<file path="src/rtl/game_pkg.sv">
// Shared game constants, mode encoding and saturating arithmetic helpers.
// Also imported by the renderer, so keep the geometry here in one place.
package game_pkg;

   typedef enum logic [1:0] {
      GM_START = 2'b00,
      GM_GAME  = 2'b01,
      GM_PAUSE = 2'b10,
      GM_END   = 2'b11
   } gamemode_t;

   localparam logic [9:0] SCREEN_W  = 10'd640;
   localparam logic [8:0] SCREEN_H  = 9'd480;
   localparam logic [9:0] PLAYER_X  = 10'd80;
   localparam logic [9:0] PLAYER_W  = 10'd20;
   localparam logic [8:0] PLAYER_H  = 9'd20;
   localparam logic [8:0] PLAYER_Y0 = 9'd200;
   localparam logic [9:0] OBS_W     = 10'd40;
   localparam logic [8:0] OBS_H     = 9'd120;

   function automatic logic [9:0] sat_sub_x(input logic [9:0] a, input logic [9:0] b);
      return (a > b) ? (a - b) : 10'd0;
   endfunction

   function automatic logic [8:0] sat_sub_y(input logic [8:0] a, input logic [8:0] b);
      return (a > b) ? (a - b) : 9'd0;
   endfunction

   function automatic logic [8:0] sat_add_y(input logic [8:0] a, input logic [8:0] b,
                                            input logic [8:0] lim);
      return (a > (lim - b)) ? lim : (a + b);
   endfunction

endpackage

</file>
<file path="src/rtl/obstacle_slot.sv">
// One obstacle slot: valid flag plus rectangle, with scroll, retire and load,
// and an overlap test of the rectangle against the player box.
module obstacle_slot
   import game_pkg::*;
#(
   parameter int unsigned SCROLL_STEP = 2
) (
   input  logic       clk,
   input  logic       rst_n,
   input  logic       clear,
   input  logic       step,
   input  logic       load,
   input  logic [8:0] load_up,
   input  logic [8:0] player_y,
   output logic       free,
   output logic       retire,
   output logic       hit,
   output logic [9:0] left,
   output logic [9:0] right,
   output logic [8:0] up,
   output logic [8:0] down
);

   localparam logic [9:0] STEP_X = 10'(SCROLL_STEP);

   logic       valid_r, valid_s;
   logic [9:0] left_r, left_s, right_r, right_s;
   logic [8:0] up_r, up_s, down_r, down_s;
   logic       retire_s;

   // An invalid slot keeps all-zero coordinates, so the outputs need no masking.
   assign retire_s = valid_r && (right_r <= STEP_X);
   assign retire   = retire_s;
   assign free     = !valid_r || retire_s;
   assign hit      = valid_r
                     && (left_r < (PLAYER_X + PLAYER_W)) && (right_r > PLAYER_X)
                     && (up_r < (player_y + PLAYER_H)) && (down_r > player_y);
   assign left     = left_r;
   assign right    = right_r;
   assign up       = up_r;
   assign down     = down_r;

   // Next slot contents: clear, then load (may reuse a retiring slot), retire, scroll.
   always_comb begin
      valid_s = valid_r;
      left_s  = left_r;
      right_s = right_r;
      up_s    = up_r;
      down_s  = down_r;
      if (clear || (step && !load && retire_s)) begin
         valid_s = 1'b0;
         left_s  = 10'd0;
         right_s = 10'd0;
         up_s    = 9'd0;
         down_s  = 9'd0;
      end else if (step && load) begin
         valid_s = 1'b1;
         left_s  = SCREEN_W;
         right_s = SCREEN_W + OBS_W;
         up_s    = load_up;
         down_s  = load_up + OBS_H;
      end else if (step && valid_r) begin
         left_s  = sat_sub_x(left_r, STEP_X);
         right_s = right_r - STEP_X;
      end else begin
         valid_s = valid_r;
         left_s  = left_r;
      end
   end

   // Slot state register.
   always_ff @(posedge clk or negedge rst_n) begin
      if (!rst_n) begin
         valid_r <= 1'b0;
         left_r  <= 10'd0;
         right_r <= 10'd0;
         up_r    <= 9'd0;
         down_r  <= 9'd0;
      end else begin
         valid_r <= valid_s;
         left_r  <= left_s;
         right_r <= right_s;
         up_r    <= up_s;
         down_r  <= down_s;
      end
   end

endmodule

</file>
<file path="src/rtl/game_ctrl.sv">
// Frame-rate game sequencer: mode FSM, player motion, obstacle spawning,
// collision detection and score. Everything advances on frame_tick only.
module game_ctrl
   import game_pkg::*;
#(
   parameter int unsigned N_OBS        = 10,
   parameter int unsigned SPAWN_PERIOD = 60,
   parameter int unsigned SCROLL_STEP  = 2,
   parameter int unsigned JUMP_STEP    = 4,
   parameter int unsigned FALL_STEP    = 2
) (
   input  logic                  clk,
   input  logic                  rst_n,
   input  logic                  frame_tick,
   input  logic                  btn_start,
   input  logic                  btn_pause,
   input  logic                  btn_jump,
   input  logic [8:0]            rnd,
   output logic [1:0]            gamemode,
   output logic [8:0]            player_y,
   output logic [N_OBS-1:0][9:0] obstacle_x_game_left,
   output logic [N_OBS-1:0][9:0] obstacle_x_game_right,
   output logic [N_OBS-1:0][8:0] obstacle_y_game_up,
   output logic [N_OBS-1:0][8:0] obstacle_y_game_down,
   output logic [15:0]           score
);

   localparam int unsigned CNT_W = (SPAWN_PERIOD > 1) ? $clog2(SPAWN_PERIOD) : 1;
   localparam int unsigned RET_W = $clog2(N_OBS + 1);
   localparam logic [8:0]  Y_MAX = SCREEN_H - PLAYER_H;
   localparam logic [8:0]  JUMP_Y = 9'(JUMP_STEP);
   localparam logic [8:0]  FALL_Y = 9'(FALL_STEP);
   localparam logic [CNT_W-1:0] CNT_LAST = CNT_W'(SPAWN_PERIOD - 1);

   gamemode_t        state_r, state_s;
   logic [8:0]       player_y_r, player_y_s;
   logic [15:0]      score_r, score_s;
   logic [CNT_W-1:0] spawn_cnt_r, spawn_cnt_s;

   logic [N_OBS-1:0] free_s, retire_s, hit_s, load_s;
   logic             hit_any_s, clear_s, step_s, spawn_s, taken_s;
   logic [RET_W-1:0] retire_cnt_s;
   logic [16:0]      score_sum_s;
   logic [8:0]       load_up_s;
   logic             unused_rnd_s;

   assign unused_rnd_s = rnd[8];
   assign load_up_s    = {1'b0, rnd[7:0]} + 9'd32;
   assign hit_any_s    = |hit_s;
   assign clear_s      = (state_r == GM_START) && btn_start;
   assign step_s       = (state_r == GM_GAME) && frame_tick && !hit_any_s;
   assign spawn_s      = step_s && (spawn_cnt_r == CNT_LAST);

   for (genvar g = 0; g < N_OBS; g++) begin : g_slot
      obstacle_slot #(
         .SCROLL_STEP(SCROLL_STEP)
      ) u_slot (
         .clk      (clk),
         .rst_n    (rst_n),
         .clear    (clear_s),
         .step     (step_s),
         .load     (load_s[g]),
         .load_up  (load_up_s),
         .player_y (player_y_r),
         .free     (free_s[g]),
         .retire   (retire_s[g]),
         .hit      (hit_s[g]),
         .left     (obstacle_x_game_left[g]),
         .right    (obstacle_x_game_right[g]),
         .up       (obstacle_y_game_up[g]),
         .down     (obstacle_y_game_down[g])
      );
   end

   // Lowest-free priority encoder and retire count; a full table drops the spawn.
   always_comb begin
      load_s       = '0;
      taken_s      = 1'b0;
      retire_cnt_s = '0;
      for (int i = 0; i < N_OBS; i++) begin
         if (free_s[i] && !taken_s) begin
            load_s[i] = spawn_s;
            taken_s   = 1'b1;
         end else begin
            load_s[i] = 1'b0;
         end
         retire_cnt_s = retire_cnt_s + RET_W'(retire_s[i]);
      end
   end

   // Mode FSM: a collision on the tick outranks a simultaneous pause.
   always_comb begin
      state_s = state_r;
      case (state_r)
         GM_START: begin
            if (btn_start) state_s = GM_GAME;
            else           state_s = GM_START;
         end
         GM_GAME: begin
            if (frame_tick && hit_any_s) state_s = GM_END;
            else if (btn_pause)          state_s = GM_PAUSE;
            else                         state_s = GM_GAME;
         end
         GM_PAUSE: begin
            if (btn_pause) state_s = GM_GAME;
            else           state_s = GM_PAUSE;
         end
         GM_END: begin
            if (btn_start) state_s = GM_START;
            else           state_s = GM_END;
         end
         default: state_s = GM_START;
      endcase
   end

   // Player, spawn counter and score; all hold unless clearing or stepping.
   always_comb begin
      player_y_s  = player_y_r;
      spawn_cnt_s = spawn_cnt_r;
      score_s     = score_r;
      score_sum_s = {1'b0, score_r} + 17'(retire_cnt_s);
      if (clear_s) begin
         player_y_s  = PLAYER_Y0;
         spawn_cnt_s = '0;
         score_s     = 16'd0;
      end else if (step_s) begin
         if (btn_jump) player_y_s = sat_sub_y(player_y_r, JUMP_Y);
         else          player_y_s = sat_add_y(player_y_r, FALL_Y, Y_MAX);
         if (spawn_s)  spawn_cnt_s = '0;
         else          spawn_cnt_s = spawn_cnt_r + CNT_W'(1);
         score_s = score_sum_s[16] ? 16'hFFFF : score_sum_s[15:0];
      end else begin
         player_y_s = player_y_r;
      end
   end

   // Top-level state registers.
   always_ff @(posedge clk or negedge rst_n) begin
      if (!rst_n) begin
         state_r     <= GM_START;
         player_y_r  <= PLAYER_Y0;
         score_r     <= 16'd0;
         spawn_cnt_r <= '0;
      end else begin
         state_r     <= state_s;
         player_y_r  <= player_y_s;
         score_r     <= score_s;
         spawn_cnt_r <= spawn_cnt_s;
      end
   end

   assign gamemode = state_r;
   assign player_y = player_y_r;
   assign score    = score_r;

endmodule

</file>
<file path="config.mk">
export PLATFORM = sky130hd
export DESIGN_NAME = game_ctrl
export DESIGN_NICKNAME = d
export VERILOG_FILES = /design/src/rtl/game_pkg.sv /design/src/rtl/obstacle_slot.sv /design/src/rtl/game_ctrl.sv
export SDC_FILE = /design/constraint.sdc
export NUM_CORES = 1
export LEC_CHECK = 0
export ABC_CLOCK_PERIOD_IN_PS = 5000
export BUFFER_PORTS_ARGS = -buffer_cell sky130_fd_sc_hd__buf_2
export CORE_ASPECT_RATIO = 0.6
export CORE_UTILIZATION = 39
export CTS_CLUSTER_DIAMETER = 30
export CTS_CLUSTER_SIZE = 25
export DETAILED_ROUTE_END_ITERATION = 8
export PLACE_DENSITY = 0.62
export SLEW_MARGIN = 30
export SYNTH_ARGS = -nofsm -noshare
export SYNTH_HDL_FRONTEND = slang
export SYNTH_SLANG_ARGS = --single-unit
</file>
<file path="constraint.sdc">
create_clock -name clk -period 5 [get_ports clk]
set_input_delay 1 -clock clk [delete_from_list [all_inputs] [get_ports clk]]
set_output_delay 1 -clock clk [all_outputs]
set_load 0.05 [all_outputs]
</file>
* Word level (Yosys, flattened, before mapping) *
Index checks and enable logic that the tools add are counted.

operators by class
  reduce and logical (&&, ||, !) cells = 177
  divide/modulo/power cells = 0
  equal/unequal tests = 4
  bitwise operators = 0
  multiply operators = 0
  add/subtract/negate cells = 36
  shift-type cells = 0
  order comparisons = 62
  mux-type cells = 166

operators with widths
  kind                                                                               count
  10-bit two-way mux                                                                 70
  9-bit two-way mux                                                                  45
  10-bit by 2-bit subtractor with 10-bit output, second input constant               20
  1-bit logical AND                                                                  104
  10-bit by 2-bit > comparator with 1-bit output, second input constant              10
  10-bit by 7-bit > comparator with 1-bit output, second input constant              10
  10-bit by 2-bit less-or-equal comparator with 1-bit output, second input constant  10
  10-bit by 7-bit less-than comparator with 1-bit output, second input constant      10
  9-bit > comparator                                                                 10
  9-bit less-than comparator                                                         10
  16-bit two-way mux                                                                 3
  1-bit two-way mux                                                                  40
  1-bit logical NOT                                                                  30
  3-bit nonzero test                                                                 10
  4-bit by 1-bit adder with 4-bit output                                             6
  2-bit nonzero test                                                                 11
  1-bit logical OR                                                                   20
  6-bit two-way mux                                                                  3
  16-bit by 4-bit adder with 17-bit output                                           1
  10-bit OR reduction                                                                1
  8-bit by 6-bit adder with 9-bit output, second input constant                      1
  9-bit by 2-bit adder with 9-bit output, second input constant                      1
  9-bit by 5-bit adder with 9-bit output, second input constant                      1
  9-bit by 7-bit adder with 9-bit output, second input constant                      1
  13 further kinds                                                                   17

storage, ports and cells
  ROM bits = 0
  memories = 0
  register bits after elaboration = 423
  output and inout port bits = 407
  word-level logic and storage cells = 499
  input bits = 15
  bits in latches = 0
  bits in writable memories = 0

* Logic depth before layout (Yosys ltp) *
Gate-level depths: netlist (run 1).

  depth after elaboration = 36
  gate-level depth with buffers = 21
  depth with buffers taken out = 21

* Hierarchy *
From an unflattened synthesis (run 1), not the netlist that was laid out.

unflattened totals
  cell total of the unflattened synthesis = 2713
  area total of the unflattened synthesis = 25364.3 um^2

by module, submodules not included
  module                                instances  sequential area each (um^2)  cells each  area each (um^2)
  obstacle_slot (g_slot[0].u_slot ...)  7          850.8                        241         2284.7
  obstacle_slot (g_slot[4].u_slot ...)  2          850.8                        245         2252.2
  game_ctrl                             1          804.5                        292         2553.7
  obstacle_slot (g_slot[9].u_slot)      1          850.8                        244         2313.5

* Worst setup path after synthesis (run 1) *
OpenSTA, ideal clock, no wires.

  kind = reg2reg
  start point = register g_slot[0].u_slot.right_r[4]
  end point = register score_r[8], in the netlist score[8]
  slack = -0.353 ns
  stages on the path, launching flop included = 20
  arrival time = 5.254 ns
  period minus slack after synthesis = 5.353 ns
  path through = dfrtp_1 -> or3_4 -> or4_4 -> nor3_1 -> nand2_1 -> inv_1 -> fa_1 -> inv_1 -> fa_1 -> fa_1 -> fa_1 -> fa_1 -> nor2b_1 -> o21ai_0 -> nand2b_1 -> nor2b_1 -> and2_1 -> clkbuf_1 -> a31oi_1 -> a311oi_1

on the way
  word-level cells in the longest chain between the ends = 15

RTL lines
  item                                                        line                 RTL
  start: declaration                                          obstacle_slot.sv:27  logic [9:0] left_r, left_s, right_r, right_s;
  start signal: assignment                                    obstacle_slot.sv:82  right_r <= right_s;
  10-bit by 2-bit less-or-equal comparator with 1-bit output  obstacle_slot.sv:32  assign retire_s = valid_r && (right_r <= STEP_X);
  1-bit logical AND                                           obstacle_slot.sv:32
  1-bit by 1-bit adder with 2-bit output                      game_ctrl.sv:87      retire_cnt_s = retire_cnt_s + RET_W'(retire_s[i]);
  2-bit by 1-bit adder with 3-bit output                      game_ctrl.sv:87
  3-bit by 1-bit adder with 4-bit output                      game_ctrl.sv:87
  4-bit by 1-bit adder with 4-bit output (6 in a row)         game_ctrl.sv:87
  16-bit by 4-bit adder with 17-bit output                    game_ctrl.sv:121     score_sum_s = {1'b0, score_r} + 17'(retire_cnt_s);
  16-bit two-way mux                                          game_ctrl.sv:131     score_s = score_sum_s[16] ? 16'hFFFF : score_sum_s[15:0];
  16-bit two-way mux                                          game_ctrl.sv:126     end else if (step_s) begin
  16-bit two-way mux                                          game_ctrl.sv:122     if (clear_s) begin
  end signal: assignment                                      game_ctrl.sv:147     score_r <= score_s;
  end: declaration                                            game_ctrl.sv:37      logic [15:0] score_r, score_s;

Parallel ways exist; a longest one is shown, timed or not. The select of a mux whose other input is x is not followed.
A chain may end at the register's enable or synchronous reset.

* Worst setup path in the final report (run 1) *
Ends and elaborated chain as after synthesis.

==> results.yml, run 1 <==
sta:
  final_max_slew_viol_count: 0
  min_period_ns: 4.93
  setup_viol: 0
  skew_ns: 0.0194
  hold_violations: 0
  fin_crit_sh_pct: 98.5
  worst_pin_slew_ns: 0.960
  fmax_mhz: 203
  finalSetupTns_ns: 0
  rsz0062_at_grt: "yes"
  slew-limit-headroom_pct: 35.4
critical_path:
  path_buf_inv: 3
  crit_chain: "or3_4 -> or4_4 -> nor3_4 -> nand2_2 -> inv_2 -> fa_1 -> inv_2 -> fa_1 -> fa_1 -> fa_2 -> fa_2 -> nor2b_1 -> o21ai_1 -> nand2b_1 -> nor2b_4 -> and2_4 -> buf_6 -> a31oi_1 -> a311oi_1"
  arrival_ns: 5.44
  cp_top_family: "adder cells"
  slowest_stage: "fa_1"
  cp_common_cell: "fa_1"
  critical_path_class: "flop to flop"
  rrSetupSlack_ns: 0.07
  ff2ff_path_depth: 19
  cp-end-kind: "flop"
  r2r-end: "score[8]"
  path_max_fanout: 6
  crit_required_ns: 5.52
  reg2reg_from: "g_slot[0].u_slot.right[4]"
  max_stage_delay_ns: 0.47
  startpoint_type: "flop"
finish:
  fillers: 5316
  drive_above_1_share_pct: 25.3
  final_util_pct: 50.5
  fin_nets: 3132
  stdcell_area_sq_mm: 0.0292
  syn2layout_area_growth_pct: 27.5
synth:
  synth_top_area_share_pct: 40.3
  async_reset_ff_share_pct: 100
  syn_inst: 2434
  synth-edff-count: 0
  synth_top_cell_by_area: "dfrtp_1"
  ys_seq_area_share_pct: 40.7
  syn_area_per_cell_sq_um: 9.41
  yosysWarnings: 0
  synth_cell_types: 102
  synth_ff_type: "dfrtp_1"
  ys_ff_latch: 372
  synth_area_leaders: "dfrtp_1 40%, ha_1 11%, o21ai_0 4.1%, nor2_1 3.5%, xnor2_1 3.3%"
  syn_area_sq_mm: 0.0229
power:
  p_per_area_mw_per_mm2: 416
  p_leak_nw: 14.7
  peakVddDrop_uv: 286
grt:
  grt_pass1_wl_mm: 126
  grt_pass1_vias: 20600
  antenna_found_initial: 1
  grt_max_degree: 116
  track_usage_pct: 27.4
  overflow: 0
hold_path:
  hp-class: "input pin to asynchronous set/reset pin"
die:
  row_count: 68
  die_w_um: 315
  initial_utilization_pct: 39.6
  io_pins: 422
  fp.dieH_um: 190
  core_sq_mm: 0.0578
  die_area_sq_mm: 0.0597
drt:
  antenna_left: 0
  vias_per_cell: 5.77
  drtIter0Drc: 2037
  wl_per_cell_um: 22.1
  totalWireLength_mm: 82.8
  drcViolationCount: 102
  drtPass1Iterations: 8
  num_vias: 21600
cts:
  clock_latency_ns: 0.62
  cts.sinks: 372
  holdBufCountCts: 0
  cts-buffers-inserted: 75
  path_clk_slew_ns: 0.05
  cts_tree: "built"
  root_buffer: "clkbuf_16"
  cts.path.max_buffers: 3
  htreeDepth: 3
job:
  cap_violations: 0
placed_design:
  hpwl_mm: 62.1
  portBuffers: 399
  place.gp.congestion: 0.937
  dpl-instance-area_sq_mm: 0.0263
run_status:
  violations: "DRC"
  status: "finished with violations"
-- Yosys cell counts (33+ instances only) --
library cell    n
a21oi_1        89
a22o_1         62
buf_2          39
buf_4          54
clkbuf_1       47
dfrtp_1       369
ha_1          194
inv_1         105
nand2_1       156
nand3_1       139
nand4_1        38
nor2_1        213
nor3_1         86
o211ai_1       33
o21ai_0       188
or3_1          33
xnor2_1        85
xor2_1         40
-- logic make-up after synthesis --
group,count (synthesis),share of synthesized area [%]
AOI/OAI and AO/OA,593,17.3
xor gates and xnor gates,125,4.78
adders and majority gates,205,11.4
buffers and inverters,253,5.38
DFF,372,40.7
muxes,11,0.486
other,1,0.0164
and+or+nand+nor,874,19.9
-- state kept, by name, summed over array words and instances (netlist names) --
| register | cells |
|---|---|
| g_slot.u_slot.left | 90 |
| g_slot.u_slot.right | 90 |
| g_slot.u_slot.down | 87 |
| g_slot.u_slot.up | 63 |
| score | 16 |
| g_slot.u_slot.valid_r | 10 |
| player_y | 8 |
| spawn_cnt_r | 6 |
| gamemode | 2 |
-- how the worst max path moves through the flow --
stage | start | to | cells past startpoint
after floorplan | g_slot[0].u_slot.right[4] | score[8] | 19
after global placement | g_slot[0].u_slot.right[4] | score[14] | 19
after detailed placement | g_slot[0].u_slot.right[4] | score[14] | 19
after CTS | g_slot[0].u_slot.right[4] | score[13] | 18
after global routing | g_slot[0].u_slot.right[4] | score[14] | 19
final | g_slot[0].u_slot.right[4] | score[8] | 19
-- cells in the final DEF, fill, tap and decap left out, drive strengths merged, types with 12 or more instances in the layout --
cell	count
nor3	93
nand2b	29
o211ai	33
a31oi	25
conb	21
a21o	22
a22o	62
clkbuf	97
a211oi	32
or4	18
nor2	220
xnor2	85
nor4	40
bufinv	14
nand2	158
or3	36
nand3	140
o311ai	12
buf	533
xor2	40
o31a	13
nor2b	14
o21ai	203
nand4	38
nand4b	12
inv	110
a21oi	93
dfrtp	369
clkinv	13
ha	194
and3	23
-- metrics by stage --
step	power [W]	setup WS [ns]	cells	hold slack, ns
after floorplan	0.00519	0.0235	2454	0.452
after global placement	0.00647	-0.0206	3601	0.484
after detailed placement	0.00655	-0.176	3601	0.484
after CTS	0.0121	0.00701	3740	0.421
after global routing	0.0127	-0.143	3748	0.445
final	0.0121	0.0734	3750	0.389
-- repair_timing --
| action | 4_1_cts | 5_1_grt |
|---|---|---|
| setup buffers | 0 | 8 |
| setup endpoints to repair | 28 | 156 |
| gates resized for setup | 9 | 18 |
| pin swaps | 1 | 8 |
-- per-layer routing --
metal	up-vias	part of all wire (%)	track usage (%)	wire, um
li1	9867	-	-	-
met1	10700	45	38.7	36900
met2	936	44	40.9	36100
met3	147	9.6	8.20	7980
met4	0	2.2	6.68	1860
met5	-	0	0	0
-- final cells by class --
class / count / area, sq um / share of cell area (%)
multi-input combinational: 1829 / 12600 / 43.0
sequential: 372 / 9320 / 31.9
timing repair buffer: 533 / 3210 / 11.0
clock buffer: 97 / 2110 / 7.23
tap: 770 / 963 / 3.30
clock inverter: 42 / 632 / 2.16
inverter: 105 / 398 / 1.36
antenna: 2 / 5.00 / 0.0171
-- power by group --
group | total, W | switching (W) | internal, W
logic | 0.00350 | 0.00241 | 0.00109
clock network | 0.00549 | 0.00178 | 0.00371
registers | 0.00316 | 0.0000783 | 0.00309
total | 0.0121 | 0.00426 | 0.00789
Note: power is estimated with default switching activity, not from simulation.
==> run 2: changes to the inputs <==
--- a/config.mk
+++ b/config.mk
@@ -9,6 +9,7 @@
 export BUFFER_PORTS_ARGS = -buffer_cell sky130_fd_sc_hd__buf_2
 export CORE_ASPECT_RATIO = 0.6
 export CORE_UTILIZATION = 39
+export CTS_BUF_LIST = sky130_fd_sc_hd__clkbuf_8
 export CTS_CLUSTER_DIAMETER = 30
 export CTS_CLUSTER_SIZE = 25
 export DETAILED_ROUTE_END_ITERATION = 8
==> run 2 against run 1 <==
Compared with the run above: the run still ends with DRC left; maximum frequency hardly changed; clock skew is 0.0043 ns higher; combinational power hardly changed; global-route usage is 0.20 points lower; final area is 2.9% lower; critical path type unchanged.
==> results.yml, run 2 (synthesized netlist as in run 1, its figures left out) <==
run_status:
  status: "finished with violations"
  violations: "DRC"
cts:
  path_clk_slew_ns: 0.07
  holdBufCountCts: 0
  cts-buffers-inserted: 75
  cts_tree: "built"
  cts.sinks: 372
  clock_latency_ns: 0.69
  htreeDepth: 3
  cts.path.max_buffers: 3
  root_buffer: "clkbuf_8"
die:
  fp.dieH_um: 190
  die_area_sq_mm: 0.0597
  io_pins: 422
  row_count: 68
  core_sq_mm: 0.0578
  die_w_um: 315
  initial_utilization_pct: 39.6
grt:
  grt_pass1_vias: 20600
  grt_pass1_wl_mm: 125
  antenna_found_initial: 2
  overflow: 0
  track_usage_pct: 27.2
  grt_max_degree: 116
sta:
  fmax_mhz: 203
  skew_ns: 0.0237
  slew-limit-headroom_pct: 28.3
  final_max_slew_viol_count: 0
  rsz0062_at_grt: "yes"
  min_period_ns: 4.93
  fin_crit_sh_pct: 98.6
  setup_viol: 0
  whs_ns: 0.345
  finalSetupTns_ns: 0
  hold_violations: 0
  setup_ws_ns: 0.0717
  worst_pin_slew_ns: 1.07
finish:
  multiInputGateArea_sq_mm: 0.0126
  drive_above_1_share_pct: 25.4
  fillers: 5427
  final_common_cell: "buf_2"
  fin_nets: 3133
  fin_cells: 3749
  mostFrequentLayoutCells: "398 x buf_2, 366 x dfrtp_1, 211 x nor2_1"
  syn2layout_area_growth_pct: 23.8
  seq_area_sq_mm: 0.00932
  diodes: 0
  stdcell_area_sq_mm: 0.0284
critical_path:
  critical_path_class: "flop to flop"
  path_max_fanout: 6
  ff2ff_path_depth: 19
  reg2reg_from: "g_slot[0].u_slot.right[4]"
  rrSetupSlack_ns: 0.07
  cp-end-kind: "flop"
  crit_required_ns: 5.58
  r2r-end: "score[8]"
  startpoint_type: "flop"
  worstSetupEndpoint: "score[8]"
  arrival_ns: 5.51
  crit_start: "g_slot[0].u_slot.right[4]"
placed_design:
  pre_cts_ws_ns: -0.176
  dpl-instance-area_sq_mm: 0.0263
  hpwl_mm: 62.1
  portBuffers: 399
  dp_cells: 3601
  place.gp.congestion: 0.937
power:
  peakVddDrop_uv: 232
  p_per_area_mw_per_mm2: 372
  p_leak_nw: 14.4
job:
  cap_violations: 0
drt:
  num_vias: 21500
  totalWireLength_mm: 82.5
  antenna_left: 0
  vias_per_cell: 5.73
  drtPass1Iterations: 8
  drtIter0Drc: 1923
  wl_per_cell_um: 22.0
  drcViolationCount: 34
hold_path:
  hp-class: "input pin to asynchronous set/reset pin"
==> run 2: layout make-up <==
class,count,share of cell area (%)
well taps,770,3.40
multi-input cells,1829,44.4
flip-flops and latches,372,32.9
clock buffers,88,4.27
repair buffers,534,11.4
clock inverters,51,2.30
inverters,105,1.40
==> run 2: where the power goes <==
group	switching [W]	total, W	leakage (nW)	internal [W]
Combinational	0.00240	0.00349	8.24	0.00108
Clock	0.00155	0.00392	0.943	0.00236
Sequential	0.0000778	0.00316	5.17	0.00308
==> run 2: worst max-delay path, cell delays in order (launching register included) <==
cell and delay (ns):
dfrtp_2 0.40, or3_4 0.39, or4_4 0.45, nor3_4 0.16, nand2_2 0.09, inv_2 0.09
fa_1 0.42, inv_2 0.07, fa_1 0.43, fa_1 0.48, fa_2 0.38, fa_2 0.35
nor2b_1 0.14, o21ai_1 0.07, nand2b_1 0.10, nor2b_4 0.18, and2_4 0.21, buf_6 0.11
a31oi_1 0.06, a311oi_1 0.24
==> run 2: repair_timing <==
| action | CTS | global route |
|---|---|---|
| resized for setup | 10 | 22 |
| pin swaps | 1 | 12 |
| buffers inserted | 0 | 9 |
| setup endpoints to repair | 28 | 148 |
==> run 2: routing by layer <==
layer  global-route usage [%]  wire [um]  vias up  part of all wire, %
met4                     7.77       2210        2                  2.7
met1                     37.9      36300    10600                   44
met5                        0         13        -                0.016
met3                     8.98       8530      142                   10
li1                         -          -     9847                    -
met2                     40.0      35500      869                   43
==> run 2: how the worst min path moves through the flow <==
stage,start,cells after the start,slack (ns),endpoint
2_1_floorplan,spawn_cnt_r[5],1,0.45,spawn_cnt_r[5]
3_3_place_gp,spawn_cnt_r[5],1,0.48,spawn_cnt_r[5]
3_5_place_dp,spawn_cnt_r[5],1,0.48,spawn_cnt_r[5]
4_1_cts,rst_n,1,0.34,g_slot[1].u_slot.right[1]
5_1_grt,rst_n,1,0.36,g_slot[1].u_slot.left[4]
6_report,rst_n,1,0.35,g_slot[1].u_slot.left[4]
==> run 2: metrics by stage <==
step                power [W]  util (%)
CTS                    0.0105      48.8
global placement      0.00647      45.4
detailed placement    0.00655      45.4
global route           0.0111      49.1
finish                 0.0106      49.1
floorplan             0.00519         -
